[src/rtl/seq_alu.sv]
// Registered sequential ALU: single-cycle logic/add/shift ops, iterative shift-add MULT and restoring DIV.
// Define SEQ_ALU_ACC_EN to build the internal accumulator (ops ACC/CLRACC); otherwise acc is tied to 0.
module seq_alu #(
    parameter int unsigned WIDTH = 16,
    parameter int unsigned CNTW  = $clog2(WIDTH) + 1
) (
    input  logic                 CLK,
    input  logic                 rst,
    input  logic                 start,
    input  logic [3:0]           cmd,
    input  logic [WIDTH-1:0]     a,
    input  logic [WIDTH-1:0]     b,
    output logic                 busy,
    output logic                 done,
    output logic [2*WIDTH-1:0]   result,
    output logic                 overflow,
    output logic                 div_by_zero,
    output logic [WIDTH-1:0]     acc
);

    localparam int unsigned RW = 2 * WIDTH;

    localparam logic [3:0] OP_ADD    = 4'd0;
    localparam logic [3:0] OP_SUB    = 4'd1;
    localparam logic [3:0] OP_MULT   = 4'd2;
    localparam logic [3:0] OP_DIV    = 4'd3;
    localparam logic [3:0] OP_SLL    = 4'd4;
    localparam logic [3:0] OP_SRL    = 4'd5;
    localparam logic [3:0] OP_AND    = 4'd6;
    localparam logic [3:0] OP_OR     = 4'd7;
    localparam logic [3:0] OP_XOR    = 4'd8;
    localparam logic [3:0] OP_NOT    = 4'd9;
    localparam logic [3:0] OP_NAND   = 4'd10;
    localparam logic [3:0] OP_NOR    = 4'd11;
`ifdef SEQ_ALU_ACC_EN
    localparam logic [3:0] OP_ACC    = 4'd12;
    localparam logic [3:0] OP_CLRACC = 4'd13;
`endif

    typedef enum logic [1:0] {
        S_IDLE,
        S_EXEC,
        S_DONE
    } state_t;

    state_t            state;
    logic [CNTW-1:0]   cnt;
    logic              is_div;

    // Iterative datapath working registers
    logic [RW-1:0]     prod;
    logic [RW-1:0]     mcand;
    logic [WIDTH-1:0]  mplr;
    logic [WIDTH-1:0]  rem;
    logic [WIDTH-1:0]  quo;
    logic [WIDTH-1:0]  divisor;

    logic [RW-1:0]     sc_result;
    logic              sc_ovf;
    logic [WIDTH:0]    sum;
    logic [WIDTH-1:0]  diff;
    logic [WIDTH-1:0]  lo;
    logic [RW-1:0]     mul_sum;
    logic [WIDTH:0]    shifted;
    logic              div_ge;
    logic [WIDTH-1:0]  rem_next;
    logic [WIDTH-1:0]  quo_next;

`ifdef SEQ_ALU_ACC_EN
    logic [WIDTH:0]    acc_sum;
    logic              acc_we;
    logic [WIDTH-1:0]  acc_d;
`endif

    // Single-cycle operation results, evaluated on the live operands at the accept edge
    always_comb begin
        sc_result = '0;
        sc_ovf    = 1'b0;
        lo        = '0;
        sum       = {1'b0, a} + {1'b0, b};
        diff      = a - b;
`ifdef SEQ_ALU_ACC_EN
        acc_sum   = {1'b0, acc} + {1'b0, a};
        acc_we    = 1'b0;
        acc_d     = acc;
`endif
        case (cmd)
            OP_ADD: begin
                sc_result = RW'(sum);
                sc_ovf    = sum[WIDTH];
            end
            OP_SUB: begin
                lo        = diff;
                sc_result = {{WIDTH{1'b0}}, lo};
                sc_ovf    = (a < b);
            end
            OP_SLL:  sc_result = {{WIDTH{1'b0}}, a} << b;
            OP_SRL: begin
                lo        = a >> b;
                sc_result = {{WIDTH{1'b0}}, lo};
            end
            OP_AND, OP_OR, OP_XOR, OP_NOT, OP_NAND, OP_NOR: begin
                case (cmd)
                    OP_AND:  lo = a & b;
                    OP_OR:   lo = a | b;
                    OP_XOR:  lo = a ^ b;
                    OP_NOT:  lo = ~a;
                    OP_NAND: lo = ~(a & b);
                    default: lo = ~(a | b);
                endcase
                sc_result = {{WIDTH{1'b0}}, lo};
            end
`ifdef SEQ_ALU_ACC_EN
            OP_ACC: begin
                acc_we    = 1'b1;
                acc_d     = acc_sum[WIDTH-1:0];
                sc_result = {{WIDTH{1'b0}}, acc_sum[WIDTH-1:0]};
                sc_ovf    = acc_sum[WIDTH];
            end
            OP_CLRACC: begin
                acc_we    = 1'b1;
                acc_d     = '0;
            end
`endif
            default: begin
                sc_result = '0;
                sc_ovf    = 1'b0;
            end
        endcase
    end

    // One shift-add multiply step and one restoring divide step
    always_comb begin
        mul_sum  = prod + (mplr[0] ? mcand : '0);
        shifted  = {rem, quo[WIDTH-1]};
        div_ge   = (shifted >= {1'b0, divisor});
        rem_next = div_ge ? WIDTH'(shifted - {1'b0, divisor}) : shifted[WIDTH-1:0];
        quo_next = {quo[WIDTH-2:0], div_ge};
    end

    // Control FSM with registered handshake and result outputs
    always_ff @(posedge CLK or negedge rst) begin
        if (!rst) begin
            state       <= S_IDLE;
            cnt         <= '0;
            is_div      <= 1'b0;
            busy        <= 1'b0;
            done        <= 1'b0;
            result      <= '0;
            overflow    <= 1'b0;
            div_by_zero <= 1'b0;
            prod        <= '0;
            mcand       <= '0;
            mplr        <= '0;
            rem         <= '0;
            quo         <= '0;
            divisor     <= '0;
        end else begin
            case (state)
                S_IDLE: begin
                    done <= 1'b0;
                    busy <= 1'b0;
                    if (start) begin
                        busy <= 1'b1;
                        cnt  <= '0;
                        if (cmd == OP_MULT) begin
                            is_div <= 1'b0;
                            prod   <= '0;
                            mcand  <= RW'(a);
                            mplr   <= b;
                            state  <= S_EXEC;
                        end else if (cmd == OP_DIV) begin
                            is_div  <= 1'b1;
                            rem     <= '0;
                            quo     <= a;
                            divisor <= b;
                            state   <= S_EXEC;
                        end else begin
                            result      <= sc_result;
                            overflow    <= sc_ovf;
                            div_by_zero <= 1'b0;
                            state       <= S_DONE;
                        end
                    end
                end
                S_EXEC: begin
                    if (is_div) begin
                        rem <= rem_next;
                        quo <= quo_next;
                    end else begin
                        prod  <= mul_sum;
                        mcand <= mcand << 1;
                        mplr  <= mplr >> 1;
                    end
                    if (cnt == CNTW'(WIDTH - 1)) begin
                        // A zero divisor naturally yields quotient all-ones and remainder a
                        result      <= is_div ? {rem_next, quo_next} : mul_sum;
                        overflow    <= 1'b0;
                        div_by_zero <= is_div && (divisor == '0);
                        state       <= S_DONE;
                    end else begin
                        cnt <= cnt + CNTW'(1);
                    end
                end
                S_DONE: begin
                    done  <= 1'b1;
                    state <= S_IDLE;
                end
                default: state <= S_IDLE;
            endcase
        end
    end

`ifdef SEQ_ALU_ACC_EN
    // Accumulator changes only on an accepted ACC/CLRACC or reset
    always_ff @(posedge CLK or negedge rst) begin
        if (!rst) begin
            acc <= '0;
        end else if (state == S_IDLE && start && acc_we) begin
            acc <= acc_d;
        end
    end
`else
    assign acc = '0;
`endif

endmodule

[config.mk]
export PLATFORM = sky130hd
export DESIGN_NAME = seq_alu
export DESIGN_NICKNAME = d
export VERILOG_FILES = /design/src/rtl/seq_alu.sv
export SDC_FILE = /design/constraint.sdc
export NUM_CORES = 1
export LEC_CHECK = 0
export BUFFER_PORTS_ARGS = -buffer_cell sky130_fd_sc_hd__buf_2
export CELL_PAD_IN_SITES_DETAIL_PLACEMENT = 0
export CELL_PAD_IN_SITES_GLOBAL_PLACEMENT = 1
export CORE_MARGIN = 2
export CORE_UTILIZATION = 51
export CTS_CLUSTER_SIZE = 8
export DETAILED_ROUTE_END_ITERATION = 8
export PLACE_DENSITY_LB_ADDON = 0.1
export REMOVE_ABC_BUFFERS = 1
export SETUP_SLACK_MARGIN = 0.5
export SLEW_MARGIN = 20
export SYNTH_ARGS = -nofsm -noshare
export SYNTH_HDL_FRONTEND = slang
export SYNTH_SLANG_ARGS = --single-unit
[constraint.sdc]
create_clock -name CLK -period 4.7 [get_ports CLK]
set_clock_uncertainty 0.15 [all_clocks]
set_input_delay 0.94 -clock CLK [delete_from_list [all_inputs] [get_ports CLK]]
set_output_delay 0.94 -clock CLK [all_outputs]
set_load 0.03 [all_outputs]
* Word level (Yosys, flattened, before mapping) *
Index checks and enable logic that the tools add are counted.

operators by class
  $lt $le $gt $ge = 2
  shift operators = 2
  eq/ne operators = 23
  div/mod/pow operators = 0
  multiplexer cells = 55
  reduce and logical (&&, ||, !) cells = 15
  add/subtract/negate cells = 5
  multipliers = 0
  bitwise gates (word level) = 7

operators by type and width
  operator                                                         count
  32-bit two-way mux                                               12
  16-bit two-way mux                                               12
  32-bit case mux with 2 select lines                              3
  32-bit case mux with 5 select lines                              1
  16-bit case mux with 2 select lines                              3
  16-bit case mux with 5 select lines                              1
  16-bit inverter                                                  3
  32-bit adder                                                     1
  16-bit by 16-bit << shifter with 32-bit output                   1
  16-bit subtractor                                                2
  2-bit inequality test, second input constant                     9
  16-bit by 16-bit adder with 17-bit output                        1
  17-bit by 16-bit >= comparator with 1-bit output                 1
  16-bit bitwise AND                                               1
  4-bit by 3-bit == test with 1-bit output, second input constant  4
  4-bit == test, second input constant                             4
  16-bit zero test                                                 1
  16-bit < comparator                                              1
  16-bit OR                                                        1
  16-bit by 16-bit right shift with 16-bit output                  1
  16-bit bitwise XOR                                               1
  1-bit two-way mux                                                11
  5-bit two-way mux                                                2
  5-bit case mux with 2 select lines                               1
  19 further kinds                                                 31

word-level totals
  logic and storage cells = 123
  input port bits = 39
  bits in latches = 0
  output and inout port bits = 52
  ROM bits = 0
  flip-flop bits (word level) = 172
  memories = 0
  bits in writable memories = 0

* Logic depth before layout (Yosys ltp) *
  word-level depth = 8
  gate-level depth with buffers = 13
  depth with buffers taken out = 12

* Worst setup path after synthesis *
Ideal clock, no wire load.

  path kind = in2reg
  start point = in b[4]
  end point = reg overflow
  data arrival time = 3.872 ns
  library setup time = 0.095 ns
  stages = 13
  path slack = 0.583 ns
  data required time = 4.455 ns
  buffers on the path = 3
  cell sequence = clkbuf_1 -> clkinv_1 -> clkbuf_1 -> ha_1 -> buf_4 -> nand2b_1 -> a21oi_1 -> or3_4 -> a2111oi_4 -> o41ai_1 -> nor3b_1 -> o41a_1 -> o31ai_1

on the way
  cells in the longest elaborated chain, start to end = 6
  elaborated cells on any way between the ends = 7
  those cells by class = add/sub: 1; order compare: 1; mux: 5

RTL lines
  what                                                                              RTL line  RTL
  from (decl)                                                                       12        input logic [WIDTH-1:0] b,
  16-bit by 16-bit adder with 17-bit output or 16-bit < comparator (tied branches)  80, 95
  1-bit case mux with 2 select lines (*)                                            87        case (cmd)
  1-bit two-way mux (*)                                                             172       end else if (cmd == OP_DIV) begin
  1-bit two-way mux (*)                                                             166       if (cmd == OP_MULT) begin
  1-bit two-way mux (*)                                                             163       if (start) begin
  1-bit case mux with 2 select lines (*)                                            159       case (state)
  to (signal assigned)                                                              180       overflow <= sc_ovf;
  to (decl)                                                                         16        output logic overflow,

Mark *: on every way between the ends. The rest lies on a longest branch, timed or not. The select of a mux whose other input is x is not followed.
A chain may end at the register's enable or synchronous reset.

* Worst setup path after layout *
  start point = reg mplr[0]
  end point = reg result[31]

on the way
  cells in the longest elaborated chain, start to end = 5

RTL lines
  what                                 RTL line  RTL
  from (decl)                          53        logic [WIDTH-1:0] mplr;
  from (signal assigned)               193       mplr <= mplr >> 1;
  32-bit two-way mux                   134       mul_sum = prod + (mplr[0] ? mcand : '0);
  32-bit adder                         134
  32-bit two-way mux                   197       result <= is_div ? {rem_next, quo_next} : mul_sum;
  32-bit two-way mux                   195       if (cnt == CNTW'(WIDTH - 1)) begin
  32-bit case mux with 2 select lines  159
  to (signal assigned)                 179       result <= sc_result;
  to (signal assigned)                 197
  to (decl)                            15        output logic [2*WIDTH-1:0] result,

No other way between the ends. The select of a mux whose other input is x is not followed.

==> metrics.yaml <==
synth-main-ff-cell: "sky130_fd_sc_hd__dfrtp_1"
syn_area_per_cell_sq_um: 8.05
grt_start_max_net_pins: 113
cts_tree: "done"
synth-edff-count: 0
post_cts.repair.setup_buffers: 0
overflow: 0
r2r_cells: 10
power.density_mw_per_mm2: 473
grt_antenna_before_repair: 2
post_synth_instance_area_sq_mm: 0.0150
place.detailed.hpwl_mm: 42.9
cp_num_cells: 10
drt-vias-per-instance: 6.64
worst_ep_required_time_ns: 4.86
final_net_count: 2032
worst_ir_drop_vdd_v: 0.000318
cap_violations: 0
clkSinkCount: 172
startpoint_type: "flip-flop"
number_of_pins_with_negative_max_slew_slack_in_the_final_report: 0
timing.reg2reg.setup_slack_ns: 0.73
num_vias: 15214
clock_path_buffers: 2
ctsHtreeMaxLevel: 4
place_inst: 2257
ctsRootBufferMaster: "sky130_fd_sc_hd__clkbuf_16"
non_filler_cell_area_final_sq_mm: 0.0165
clk-insertion-delay-late_ns: 0.45
cpPeakStageDelay_ns: 0.58
fin_worst_hold_slack_ns: 0.326
async_flop_share_pct: 100
layout_commonest_cell: "sky130_fd_sc_hd__nand2_1"
floorplan.die.width_um: 176
ys.warnings.count: 0
p_total_mw: 7.78
ctsResizeCount: 0
synth_sequential_area_ratio_pct: 28.6
worst_slew_pin_slew_ns: 1.07
setup_viol: 0
ant_nets: 0
layout_common_cells: "sky130_fd_sc_hd__nand2_1 (230), sky130_fd_sc_hd__dfrtp_1 (172), sky130_fd_sc_hd__o21ai_0 (151), sky130_fd_sc_hd__nor2_1 (151), sky130_fd_sc_hd__a21oi_1 (151)"
num-fill-cells: 2723
proportion_of_layout_cells_with_a_drive_suffix_above_1_pct: 12.1
reg_area_sq_mm: 0.00430
cts_buffers: 17
timing.hold.worst_endpoint: "rem[15]"
areaGrowthSynthToFinish_pct: 9.36
via_count_of_the_first_global_routing_pass: 14364
final_core_util_pct: 57.0
totalNegativeSetupSlack_ns: 0
power.static_leakage_nw: 7.44
floorplan_die_area_sq_mm: 0.0309
worstPathCellList: "buf_4 > and2_1 > ha_1 > nand4_1 > nor2_1 > o2111ai_1 > a311o_1 > o21ai_0 > mux2i_1 > a31oi_1"
drt_iter0_markers: 2055
place.gp.congestion: 1.05
cp_data_arrival_time_ns: 4.13
max_freq_mhz: 252
slew_headroom_pct: 28.8
global_router_s_overall_resource_usage_pct: 38.0
die_height_um: 176
result_of_the_run: "finished clean"
critPathSlowestCell: "sky130_fd_sc_hd__dfrtp_1"
finalCriticalPeriod_ns: 3.97
coreArea_sq_mm: 0.0289
fin_crit_sh_pct: 84.5
final_cells: 2290
port_buffers: 74
wire_length_of_the_first_global_routing_pass_mm: 88.7
setup_repair_after_global_routing_missed_its_margin: "false"
layout_setup_ws_ns: 0.729
clk_transition_reported_paths_ns: 0.07
cts_hold_repair.buffers: 0
dp_slack_ns: 0.542
row_count: 62
synthesis.instances: 1870
ys_ff_latch: 172
buffers_and_inverters_on_the_worst_path: 1
crit_path_end_kind: "flip-flop"
path_delay_family: "compound AO/OA/AOI/OAI gates"
multi_input_gate_area_sq_mm: 0.00988
drt_first_pass_iters: 8
detail_route.drc_violations: 0
hold_path.startpoint: "rem[15]"
min_delay_path_depth: 2
initial_utilization_pct: 52.1
worst_r2r_endpoint: "result[31]"
critPathKind: "reg2reg"
finalWirelength_mm: 58.2
post_dp_cell_area_sq_mm: 0.0159
report.final.hold_viol_count: 0
num_io_pins: 91
netlist-cell-type-count: 85
critical_path.max_fanout: 18
min-delay-path-class: "reg2reg"
r2r_start: "mplr[0]"
post_drt_wl_per_cell_um: 25.4
cells in the mapped netlist (17+ instances only):
master,count,area share [%]
sky130_fd_sc_hd__a21o_1,25,1.2
sky130_fd_sc_hd__buf_4,20,1.0
sky130_fd_sc_hd__nor2_1,152,3.8
sky130_fd_sc_hd__buf_1,17,0.42
sky130_fd_sc_hd__dfrtp_1,172,29
sky130_fd_sc_hd__nor3_1,37,1.2
sky130_fd_sc_hd__inv_1,75,1.9
sky130_fd_sc_hd__and2_1,40,1.7
sky130_fd_sc_hd__clkbuf_1,98,2.4
sky130_fd_sc_hd__mux4_2,20,3.0
sky130_fd_sc_hd__ha_1,97,8.1
sky130_fd_sc_hd__nand3_1,30,1.0
sky130_fd_sc_hd__o31ai_1,20,1.0
sky130_fd_sc_hd__nor4_1,17,0.71
sky130_fd_sc_hd__a211oi_1,29,1.4
sky130_fd_sc_hd__a31oi_1,32,1.3
sky130_fd_sc_hd__xor2_1,18,1.0
sky130_fd_sc_hd__o21ai_0,151,5.0
sky130_fd_sc_hd__a21oi_1,151,5.0
sky130_fd_sc_hd__a22o_1,37,2.2
sky130_fd_sc_hd__nand2b_1,17,0.71
sky130_fd_sc_hd__o22ai_1,21,0.87
sky130_fd_sc_hd__xnor2_1,26,1.5
sky130_fd_sc_hd__nand2_1,230,5.7
sky130_fd_sc_hd__o211ai_1,26,1.3
sky130_fd_sc_hd__mux2i_1,41,2.7
cells by family after synthesis:
logic type	share of synthesized area (%)
DFF	28.6
xor gates and xnor gates	2.56
muxes	6.84
other	0.0249
and+or+nand+nor	18.5
buffers and inverters	6.30
adders and majority gates	8.60
AOI/OAI and AO/OA	28.5
sequential cells by signal (all words and copies together) (netlist names):
| signal | count |
|---|---|
| rem | 16 |
| cnt | 5 |
| is_div | 1 |
| state | 2 |
| mplr | 16 |
| divisor | 16 |
| div_by_zero | 1 |
| prod | 32 |
| mcand | 32 |
| result | 32 |
| done | 1 |
| overflow | 1 |
| quo | 16 |
| busy | 1 |
worst reg2reg max path, cell delays in order, from the launching register on:
cell	delay, ns
sky130_fd_sc_hd__dfrtp_1	0.58
sky130_fd_sc_hd__buf_4	0.30
sky130_fd_sc_hd__and2_1	0.16
sky130_fd_sc_hd__ha_1	0.40
sky130_fd_sc_hd__nand4_1	0.22
sky130_fd_sc_hd__nor2_1	0.46
sky130_fd_sc_hd__o2111ai_1	0.40
sky130_fd_sc_hd__a311o_1	0.46
sky130_fd_sc_hd__o21ai_0	0.29
sky130_fd_sc_hd__mux2i_1	0.28
sky130_fd_sc_hd__a31oi_1	0.12
routing by layer:
metal	part of all wire (%)	vias to the layer above	GRT usage, %	wire (um)
met5	0.040	-	0	23
met4	5.2	4	19.1	3050
met3	9.8	156	9.13	5730
met2	44	841	57.5	25500
met1	41	7325	50.8	23900
li1	-	6888	-	-
how the worst max path moves through the flow:
stage,from,end
after CTS,mplr[0],result[31]
after floorplan,state[1],mcand[10]
after detailed placement,a[0],overflow
after global placement,a[0],overflow
final,mplr[0],result[31]
after global routing,mplr[0],result[24]
power breakdown:
| part | switching (mW) | internal (mW) |
|---|---|---|
| sequential | 0.413 | 1.99 |
| clock | 0.663 | 0.810 |
| combinational | 2.40 | 1.51 |
area by class of cell:
class / count / share of cell area [%]
repair buffers: 135 / 5.38
multi-input cells: 1486 / 60.1
clock buffers: 18 / 2.67
diodes: 1 / 0.0152
inverters: 80 / 1.83
clock inverters: 14 / 0.966
well taps: 384 / 2.92
flip-flops and latches: 172 / 26.2
No activity file was read; power rests on OpenSTA's default activity.
